## src/rtl/lfsr_step_ctrl.sv

```systemverilog
// Sequencing controller for an external 16-bit Galois LFSR stage: loads a key,
// feeds the registered LFSR state back as seed for N steps, and reports the Nth iterate.
module lfsr_step_ctrl #(
  parameter int W = 16
) (
  input  logic         clk,
  input  logic         rst,
  input  logic         start,
  input  logic [W:1]   key,
  input  logic [15:0]  nsteps,
  output logic [W:1]   seed,
  input  logic [W:1]   state,
  output logic         busy,
  output logic         done,
  output logic [W:1]   result,
  output logic         err,
  output logic         wrap
);

  typedef enum logic [2:0] {IDLE, LOAD, RUN, CAPT, FIN} fsm_t;

  fsm_t        fsm;
  logic [W:1]  key_q;
  logic [15:0] n_q;
  logic [15:0] cnt;
  logic [15:0] cnt_inc;

  assign cnt_inc = cnt + 16'd1;

  // The LFSR has no feedback of its own; the seed mux closes the loop during RUN.
  always_comb begin
    seed = '0;
    case (fsm)
      LOAD:    seed = key_q;
      RUN:     seed = state;
      default: seed = '0;
    endcase
  end

  always_ff @(posedge clk or negedge rst) begin
    if (!rst) begin
      fsm    <= IDLE;
      key_q  <= '0;
      n_q    <= '0;
      cnt    <= '0;
      result <= '0;
      busy   <= 1'b0;
      done   <= 1'b0;
      err    <= 1'b0;
      wrap   <= 1'b0;
    end else begin
      done <= 1'b0;
      case (fsm)
        IDLE: begin
          if (start) begin
            key_q <= key;
            n_q   <= nsteps;
            err   <= 1'b0;
            wrap  <= 1'b0;
            if (key == '0) begin
              fsm    <= FIN;
              err    <= 1'b1;
              result <= '0;
              done   <= 1'b1;
            end else if (nsteps == 16'd0) begin
              fsm    <= FIN;
              result <= key;
              done   <= 1'b1;
            end else begin
              fsm  <= LOAD;
              busy <= 1'b1;
            end
          end
        end
        LOAD: begin
          cnt <= 16'd1;
          fsm <= (n_q == 16'd1) ? CAPT : RUN;
        end
        RUN: begin
          // state here is iterate cnt; only iterates before the Nth can flag a wrap
          cnt <= cnt_inc;
          if (state == key_q) wrap <= 1'b1;
          if (cnt_inc == n_q) fsm <= CAPT;
        end
        CAPT: begin
          result <= state;
          busy   <= 1'b0;
          done   <= 1'b1;
          fsm    <= FIN;
        end
        FIN: begin
          fsm <= IDLE;
        end
        default: begin
          fsm  <= IDLE;
          busy <= 1'b0;
        end
      endcase
    end
  end

endmodule
```

## config.mk

```make
export PLATFORM = sky130hd
export DESIGN_NAME = lfsr_step_ctrl
export DESIGN_NICKNAME = d
export VERILOG_FILES = /design/src/rtl/lfsr_step_ctrl.sv
export SDC_FILE = /design/constraint.sdc
export NUM_CORES = 1
export LEC_CHECK = 0
export CORE_UTILIZATION = 50
export DETAILED_ROUTE_END_ITERATION = 6
export PLACE_DENSITY = 0.83
export SLEW_MARGIN = 25
export SYNTH_ARGS = -nofsm -noshare
export SYNTH_HDL_FRONTEND = slang
export SYNTH_SLANG_ARGS = --single-unit
```

## constraint.sdc

```tcl
create_clock -name clk -period 2.2 [get_ports clk]
set_input_delay 0.44 -clock clk [delete_from_list [all_inputs] [get_ports clk]]
set_output_delay 0.44 -clock clk [all_outputs]
set_load 0.05 [all_outputs]
```

==> flow_summary.ini, run 1 <==
[logic_synthesis]
synth_edf_count = 0
ys_seq_elements = 71
syn_area_per_cell_um2 = 8.580
ys.flop_type = dfrtp_1
synth_compound_area_share_pct = 16.57
yosys.area_share.simple_pct = 25.62
yosysTopAreaCell = dfrtp_1
synth_xor_area_share_pct = 7.835
async_flop_share_pct = 100.0
ys_types = 44
synth_top_family_by_area = simple AND/OR/NAND/NOR gates
yosys.area.top_type_share_pct = 45.41
synth-seq-area-share_pct = 45.41
ys.warnings.count = 0
yosysMostFrequentCell = nand2_1
synthTopCellsByArea = dfrtp_1 45%, nand2_1 13%, xnor2_1 6.0%, a22o_1 3.8%, o21ai_0 3.7%
synth_common_cells = 136 x nand2_1, 71 x dfrtp_1, 29 x o21ai_0
synth_adder_area_share_pct = 0.5756
synthCells = 456
syn_area_mm2 = 0.003913
synth_nets = 508
synth.area.mux_share_pct = 0

[place]
placed_cell_area_mm2 = 0.005325
portBuffers = 86
dp_hpwl_um = 8317
globalplace.congestion = 0.9296
pre_cts_slack_ns = -0.1275

[route]
ant_nets = 0
vias = 4142
drt-total-wl_um = 12620
wl_per_cell_um = 18.48
drt_pass1_iterations = 5
drcViolationCount = 0
vias_per_cell = 6.064
drt-initial-drc-count = 417

[outcome]
status = finished, final reports clean

[clocking]
clkTransAtPathRegs_ns = 0.08
tritoncts = yes
cts_max_level = 3
cts_made_buffers = 9
numClockSinks = 71
cts_root_buf = clkbuf_8
insertion_delay_ns = 0.35
cts_buffer_depth = 2

[critical_path]
reg2reg_depth = 7
cp_slowest_stage_delay_ns = 0.47
cp_num_buf_inv = 2
r2r_start = cnt[1]$_DFFE_PN0P_
reg2reg_to = fsm[0]$_DFFE_PN0P_
endpoint = seed[7]
slowest_stage = dfrtp_2
cp_top_family = flip-flops
setup.worst_path.start = fsm[2]$_DFFE_PN0P_
worstSetupEndpointType = primary output
crit_type = register to primary output
cp.depth = 5
path_max_fanout = 9
path_cells = nor2_4 > and2_4 > buf_8 > a22o_2 > buf_12
cp.arrival_ns = 1.71
ff2ff_setup_slack_ns = 0.11
cp.required_ns = 1.76
start_kind = register

[sta]
fin_worst_skew_ns = 0.008521
drv_slew = 0
period_share_pct = 97.61
period_needed_ns = 2.147
slew_headroom_pct = 52.35
setup_viol = 0
whs_ns = 0.09389
tightest_slew_ns = 0.7140
setup-tns-final_ns = 0
rsz0062_at_grt = no
fmax_mhz = 465.7
setup_slack_ns = 0.05265
hold_viol = 0

[grt]
grt_pass1_wl_um = 19600
grt_use_total_pct = 30.45
grt_pass1_vias = 3999
overflow = 0
grt_max_degree = 72
antenna_found_initial = 0

[pwr]
ir_drop_uv = 1006
p_leak_nw = 2.583
power_density_mw_per_mm2 = 1434

[final_layout]
fin_area_mm2 = 0.005684
antenna_cells = 0
drive_gt1_share_pct = 21.23
fin_util_pct = 76.73
final_nets = 631
areaGrowthSynthToFinish_pct = 45.28

[floorplanning]
pin_count = 87
dieWidth_um = 90.46
num_rows = 31
initial_core_util_pct = 52.81
core_mm2 = 0.007408
fp.dieH_um = 90.46
dieArea_mm2 = 0.008183

[hold_path]
hold_class = input port to async pin

[flow_run]
max_cap_violations = 0
[cell type report]
type / instances / area (µm²)
clock inverter: 4 / 51.30
sequential: 71 / 1785
timing repair buffer: 139 / 1464
fill: 458 / 1724
inverter: 11 / 41.29
multi-input combinational: 347 / 2053
tap: 99 / 123.9
clock buffer: 12 / 165.2
[per-layer routing]
metal	part of all wire [%]	track usage (%)
met4	5.0	16.26
met1	37	36.20
met2	49	50.69
met3	9.1	7.492
met5	0	0
[report_power, final]
| part | leakage [nW] | internal, W | switching, W |
|---|---|---|---|
| Combinational | 1.58 | 0.00199 | 0.00274 |
| Clock | 0.109 | 0.000619 | 0.000517 |
| Sequential | 0.894 | 0.00180 | 0.000485 |
[cell families after synthesis]
family,after synthesis
AND/OR/NAND/NOR,219
XOR/XNOR,35
flip-flops,71
adder cells (fa/ha/maj),2
AO/OA/AOI/OAI,91
buffers and inverters,38
[timing repair]
item	CTS	global route
buffers inserted	1	6
gates resized for setup	5	15
hold buffers	0	0
endpoints found under the hold margin	0	0
cloned	0	1
endpoints found under the setup margin	16	17
pin swaps	0	1
[registers in the layout, summed over array words and instances (netlist names)]
name	cells
err	1
busy	1
wrap	1
n_q	16
done	1
fsm	3
result	16
key_q	16
cnt	16
[metrics by stage]
step | instances | power [W]
finish | 683 | 0.008150
global route | 683 | 0.008520
CTS | 676 | 0.007894
detailed placement | 659 | 0.006677
global placement | 659 | 0.006578
floorplan | 456 | 0.004894
[worst min-delay path by stage]
stage,startpoint,endpoint,slack (ns)
6_report,rst,cnt[5]$_DFFE_PN0P_,0.09
5_1_grt,rst,cnt[5]$_DFFE_PN0P_,0.12
4_1_cts,rst,cnt[5]$_DFFE_PN0P_,0.11
3_5_place_dp,result[6]$_DFFE_PN0P_,result[6]$_DFFE_PN0P_,0.46
2_1_floorplan,rst,busy$_DFFE_PN0P_,0.14
3_3_place_gp,result[5]$_DFFE_PN0P_,result[5]$_DFFE_PN0P_,0.46
[layout by cell type, fill, tap and decap left out, types with 3 or more instances in the layout]
cell type	Yosys	routed
a31oi_1	3	3
buf_4	0	49
nand2_1	136	135
inv_1	11	10
nor2_1	20	18
clkdlybuf4s50_1	0	69
dfrtp_1	71	64
xnor2_1	27	27
nand4_1	9	9
xor2_1	8	8
nor4_1	17	17
nor3_1	7	6
nand3_1	10	9
o21a_1	3	3
a22oi_1	15	15
clkbuf_8	0	12
buf_12	0	18
a22o_2	0	16
a21oi_1	6	6
o31ai_1	4	4
dfrtp_2	0	7
and3_1	6	6
o21ai_0	29	29
No activity file was read; power rests on OpenSTA's default activity.
==> run 2, diff against run 1 <==
- SKIP_CTS_REPAIR_TIMING: not set -> 1
==> flow_summary.ini, run 2 (synthesized netlist as in run 1, its figures left out) <==
[pwr]
switching_share_pct = 46.04
combinationalPowerShare_pct = 58.1
seqPwrFrac_pct = 27.9
p_leak_nw = 2.590
ir_drop_uv = 1028
power_frac_clock_pct = 14.0
switchingPower_w = 0.003761
power_density_mw_per_mm2 = 1436
p_int_w = 0.004408

[grt]
grt_max_degree = 72
overflow = 0
grt_pass1_vias = 4048
grt_use_total_pct = 30.39
antenna_found_initial = 0
grt_pass1_wl_um = 19510

[place]
placed_cell_area_mm2 = 0.005325
portBuffers = 86
pre_cts_slack_ns = -0.1275
dp_hpwl_um = 8317
globalplace.congestion = 0.9296
dpl.cell_count = 659

[floorplanning]
dieWidth_um = 90.46
num_rows = 31
core_mm2 = 0.007408
fp.dieH_um = 90.46
pin_count = 87
dieArea_mm2 = 0.008183
initial_core_util_pct = 52.81

[sta]
tightest_slew_ns = 0.7199
period_needed_ns = 2.191
fmax_mhz = 456.4
fin_worst_skew_ns = 0.009516
slew_headroom_pct = 51.96
period_share_pct = 99.60
setup_slack_ns = 0.008725
hold_viol = 0
setup-tns-final_ns = 0
drv_slew = 0
setup_viol = 0

[route]
drt-initial-drc-count = 365
drcViolationCount = 0
wl_per_cell_um = 18.47
vias = 4184
drt_pass1_iterations = 5
ant_nets = 0
drt-total-wl_um = 12630
vias_per_cell = 6.117

[final_layout]
drive_gt1_share_pct = 21.03
final_nets = 632
seq_area_mm2 = 0.001784
areaGrowthSynthToFinish_pct = 45.41
layout_commonest_cell = nand2_1
multi_input_area_mm2 = 0.002052
final_cells = 684
fillCellCount = 463
antenna_cells = 0
fin_area_mm2 = 0.005689
final_cell_mix = 135 x nand2_1, 69 x clkdlybuf4s50_1, 65 x dfrtp_1, 50 x buf_4, 29 x o21ai_0

[flow_run]
max_cap_violations = 0

[clocking]
clkTransAtPathRegs_ns = 0.08
tritoncts = yes
cts_made_buffers = 9
cts_root_buf = clkbuf_8
cts_max_level = 3
cts_buffer_depth = 2
insertion_delay_ns = 0.36
numClockSinks = 71

[critical_path]
cp_num_buf_inv = 3
slowest_stage = dfrtp_1
path_max_fanout = 8
cp_slowest_stage_delay_ns = 0.39
cp_top_family = buffers and inverters
start_kind = register
path_cells = buf_4 > and2_2 > clkbuf_16 > a22o_2 > buf_12
cp.required_ns = 1.76
worstSetupEndpointType = primary output
cp.arrival_ns = 1.75
crit_type = register to primary output

[hold_path]
hold_class = input port to async pin

[outcome]
status = finished, final reports clean
run 2: cell count changes in the layout (fill, tap and decap cells not counted):
cell / delta
dfrtp_2: -1
dfrtp_1: +1
and2_4: -1
inv_2: -1
buf_4: +1
and2_2: +1
inv_1: +1
run 2: worst paths after layout:
| path | startpoint | to | slack, ns | cells past startpoint |
|---|---|---|---|---|
| max in group asynchronous | rst | cnt[0]$_DFFE_PN0P_ | 1.80 | 2 |
| worst min register to register | result[5]$_DFFE_PN0P_ | result[5]$_DFFE_PN0P_ | 0.48 | 2 |
| min in group clk | result[5]$_DFFE_PN0P_ | result[5]$_DFFE_PN0P_ | 0.48 | 2 |
| worst min-delay path | rst | n_q[4]$_DFFE_PN0P_ | 0.1 | 2 |
| worst max-delay path | fsm[1]$_DFFE_PN0P_ | seed[15] | 0.009 | 5 |
| worst max register to register | cnt[0]$_DFFE_PN0P_ | fsm[0]$_DFFE_PN0P_ | 0.09 | 8 |
run 2: power groups by stage:
stage | combinational (W) | clock (W) | sequential [W]
CTS | 0.00446 | 0.00114 | 0.00225
floorplan | 0.00225 | 0 | 0.00264
global placement | 0.00433 | 0 | 0.00225
global route | 0.00499 | 0.00121 | 0.00232
detailed placement | 0.00442 | 0 | 0.00225
finish | 0.00475 | 0.00115 | 0.00228
run 2: layout make-up:
cell class              count  area share [%]
flip-flops and latches     71           31.36
well taps                  99           2.177
multi-input cells         347           36.07
inverters                  11          0.7258
clock inverters             4          0.9017
clock buffers              12           2.903
repair buffers            140           25.86
run 2: through the flow:
| step | power, W | util [%] | hold slack, ns |
|---|---|---|---|
| after global routing | 0.008520 | 76.79 | 0.1228 |
| after global placement | 0.006578 | 71.88 | 0.4630 |
| after floorplan | 0.004894 | - | 0.1444 |
| after CTS | 0.007847 | 74.80 | 0.1127 |
| after detailed placement | 0.006677 | 71.88 | 0.4612 |
| final | 0.008170 | 76.79 | 0.09923 |
run 2: layer usage:
metal | global-route usage [%] | up-vias | wire, µm
li1 | - | 1844 | -
met1 | 35.25 | 2013 | 4646
met2 | 49.24 | 259 | 6149
met3 | 8.670 | 68 | 1187
met4 | 19.35 | 0 | 650
met5 | 0 | - | 0
==> run 3, diff against run 2 <==
--- a/config.mk
+++ b/config.mk
@@ -6,7 +6,7 @@
 export NUM_CORES = 1
 export LEC_CHECK = 0
-export CORE_UTILIZATION = 50
+export CORE_UTILIZATION = 51
 export DETAILED_ROUTE_END_ITERATION = 6
-export PLACE_DENSITY = 0.83
+export PLACE_DENSITY = 0.85
 export SKIP_CTS_REPAIR_TIMING = 1
 export SLEW_MARGIN = 25
==> constraint.sdc (replaced) <==
create_clock -name clk -period 2.2 [get_ports clk]
set_input_delay 0.55 -clock clk [delete_from_list [all_inputs] [get_ports clk]]
set_output_delay 0.55 -clock clk [all_outputs]
set_load 0.05 [all_outputs]
==> flow_summary.ini, run 3 (synthesized netlist as in run 1, its figures left out) <==
[pwr]
ir_drop_uv = 1155
power_density_mw_per_mm2 = 1501
design_power_total_w = 0.008971
p_leak_nw = 2.747

[floorplanning]
fp.dieH_um = 89.59
pin_count = 87
core_mm2 = 0.007331
num_rows = 31
initial_core_util_pct = 53.37
dieArea_mm2 = 0.008025
dieWidth_um = 89.59

[route]
drcViolationCount = 0
drt-total-wl_um = 15900
drt-initial-drc-count = 628
vias = 4588
ant_nets = 0
drt_pass1_iterations = 6
vias_per_cell = 6.564
wl_per_cell_um = 22.74

[clocking]
cts_max_level = 3
insertion_delay_ns = 0.36
cts_buffer_depth = 2
numClockSinks = 71
cts_root_buf = clkbuf_8
cts_made_buffers = 9
tritoncts = yes
clkTransAtPathRegs_ns = 0.08

[critical_path]
r2r_start = fsm[1]$_DFFE_PN0P_
ff2ff_setup_slack_ns = 0.10
reg2reg_depth = 6
endpoint = seed[9]
worstSetupEndpointType = primary output
crit_type = register to primary output
cp.arrival_ns = 1.75
start_kind = register
reg2reg_to = result[2]$_DFFE_PN0P_
setup.worst_path.start = fsm[0]$_DFFE_PN0P_
path_max_fanout = 6
cp.required_ns = 1.65

[place]
dp_hpwl_um = 8729
portBuffers = 86
globalplace.congestion = 0.9145

[grt]
grt_max_degree = 72
grt_pass1_vias = 4120
overflow = 0
antenna_found_initial = 0
grt_pass1_wl_um = 19860
grt_use_total_pct = 33.43

[sta]
period_needed_ns = 2.300
tightest_slew_ns = 0.7290
slew_headroom_pct = 51.34
hold_viol = 0
setup_slack_ns = -0.1005
whs_ns = 0.2134
rsz0062_at_grt = yes
drv_slew = 0
period_share_pct = 104.6
fin_worst_skew_ns = 0.008650
setup_viol = 17
fmax_mhz = 434.7

[final_layout]
layout_commonest_cell = nand2_1
areaGrowthSynthToFinish_pct = 52.77
fin_util_pct = 81.53
final_cell_mix = 135 x nand2_1, 68 x clkdlybuf4s50_1, 67 x dfrtp_1, 62 x buf_4, 29 x o21ai_0
final_nets = 647
antenna_cells = 0
drive_gt1_share_pct = 23.33
fillCellCount = 345

[flow_run]
max_cap_violations = 0

[outcome]
violations = setup timing
status = finished, violations left

[hold_path]
hold_class = input port to async pin
[run 3: layout make-up]
cell class	instances	area, µm²	area share, %
timing repair buffer	155	1610	26.94
sequential	71	1782	29.81
inverter	11	41.29	0.6908
clock buffer	10	137.6	2.303
multi-input combinational	347	2175	36.38
clock inverter	6	107.6	1.800
tap	99	123.9	2.072
[run 3: critical path, cell delays in order (launching register included)]
cell,delay (ns)
dfrtp_1,0.45
buf_6,0.13
nor2_4,0.03
and2_4,0.20
clkbuf_16,0.17
a22o_4,0.26
buf_12,0.15
[run 3: worst min path at each step]
stage / from / endpoint / cells after the start
final: rst / n_q[6]$_DFFE_PN0P_ / 2
after global routing: rst / n_q[1]$_DFFE_PN0P_ / 2
after global placement: result[15]$_DFFE_PN0P_ / result[15]$_DFFE_PN0P_ / 2
after detailed placement: result[5]$_DFFE_PN0P_ / result[5]$_DFFE_PN0P_ / 2
after CTS: rst / n_q[3]$_DFFE_PN0P_ / 2
after floorplan: rst / busy$_DFFE_PN0P_ / 0
[run 3: per-stage QoR]
step	setup slack, ns	instances	setup TNS, ns	area (µm²)
final	-0.1005	699	-1.353	5977
after global routing	-0.1225	699	-2.196	5977
after CTS	-0.1738	689	-2.380	5688
after detailed placement	-0.2490	673	-4.215	5443
after global placement	-0.1649	673	-2.776	5443
after floorplan	-0.05198	456	-0.4158	3953
[run 3: report_power, final]
part	leakage [nW]	switching [W]	internal (W)	total, W
combinational	1.73	0.00301	0.00221	0.00522
clock	0.122	0.000566	0.000781	0.00135
sequential	0.899	0.000611	0.00179	0.00240
total	2.75	0.00419	0.00478	0.00897
[run 3: layer usage]
metal	part of all wire [%]	vias to the layer above	global-route usage (%)
met5	0	-	0
met4	6.7	0	16.16
met3	11	118	7.130
met2	49	428	58.33
met1	34	2173	39.18
li1	-	1869	-
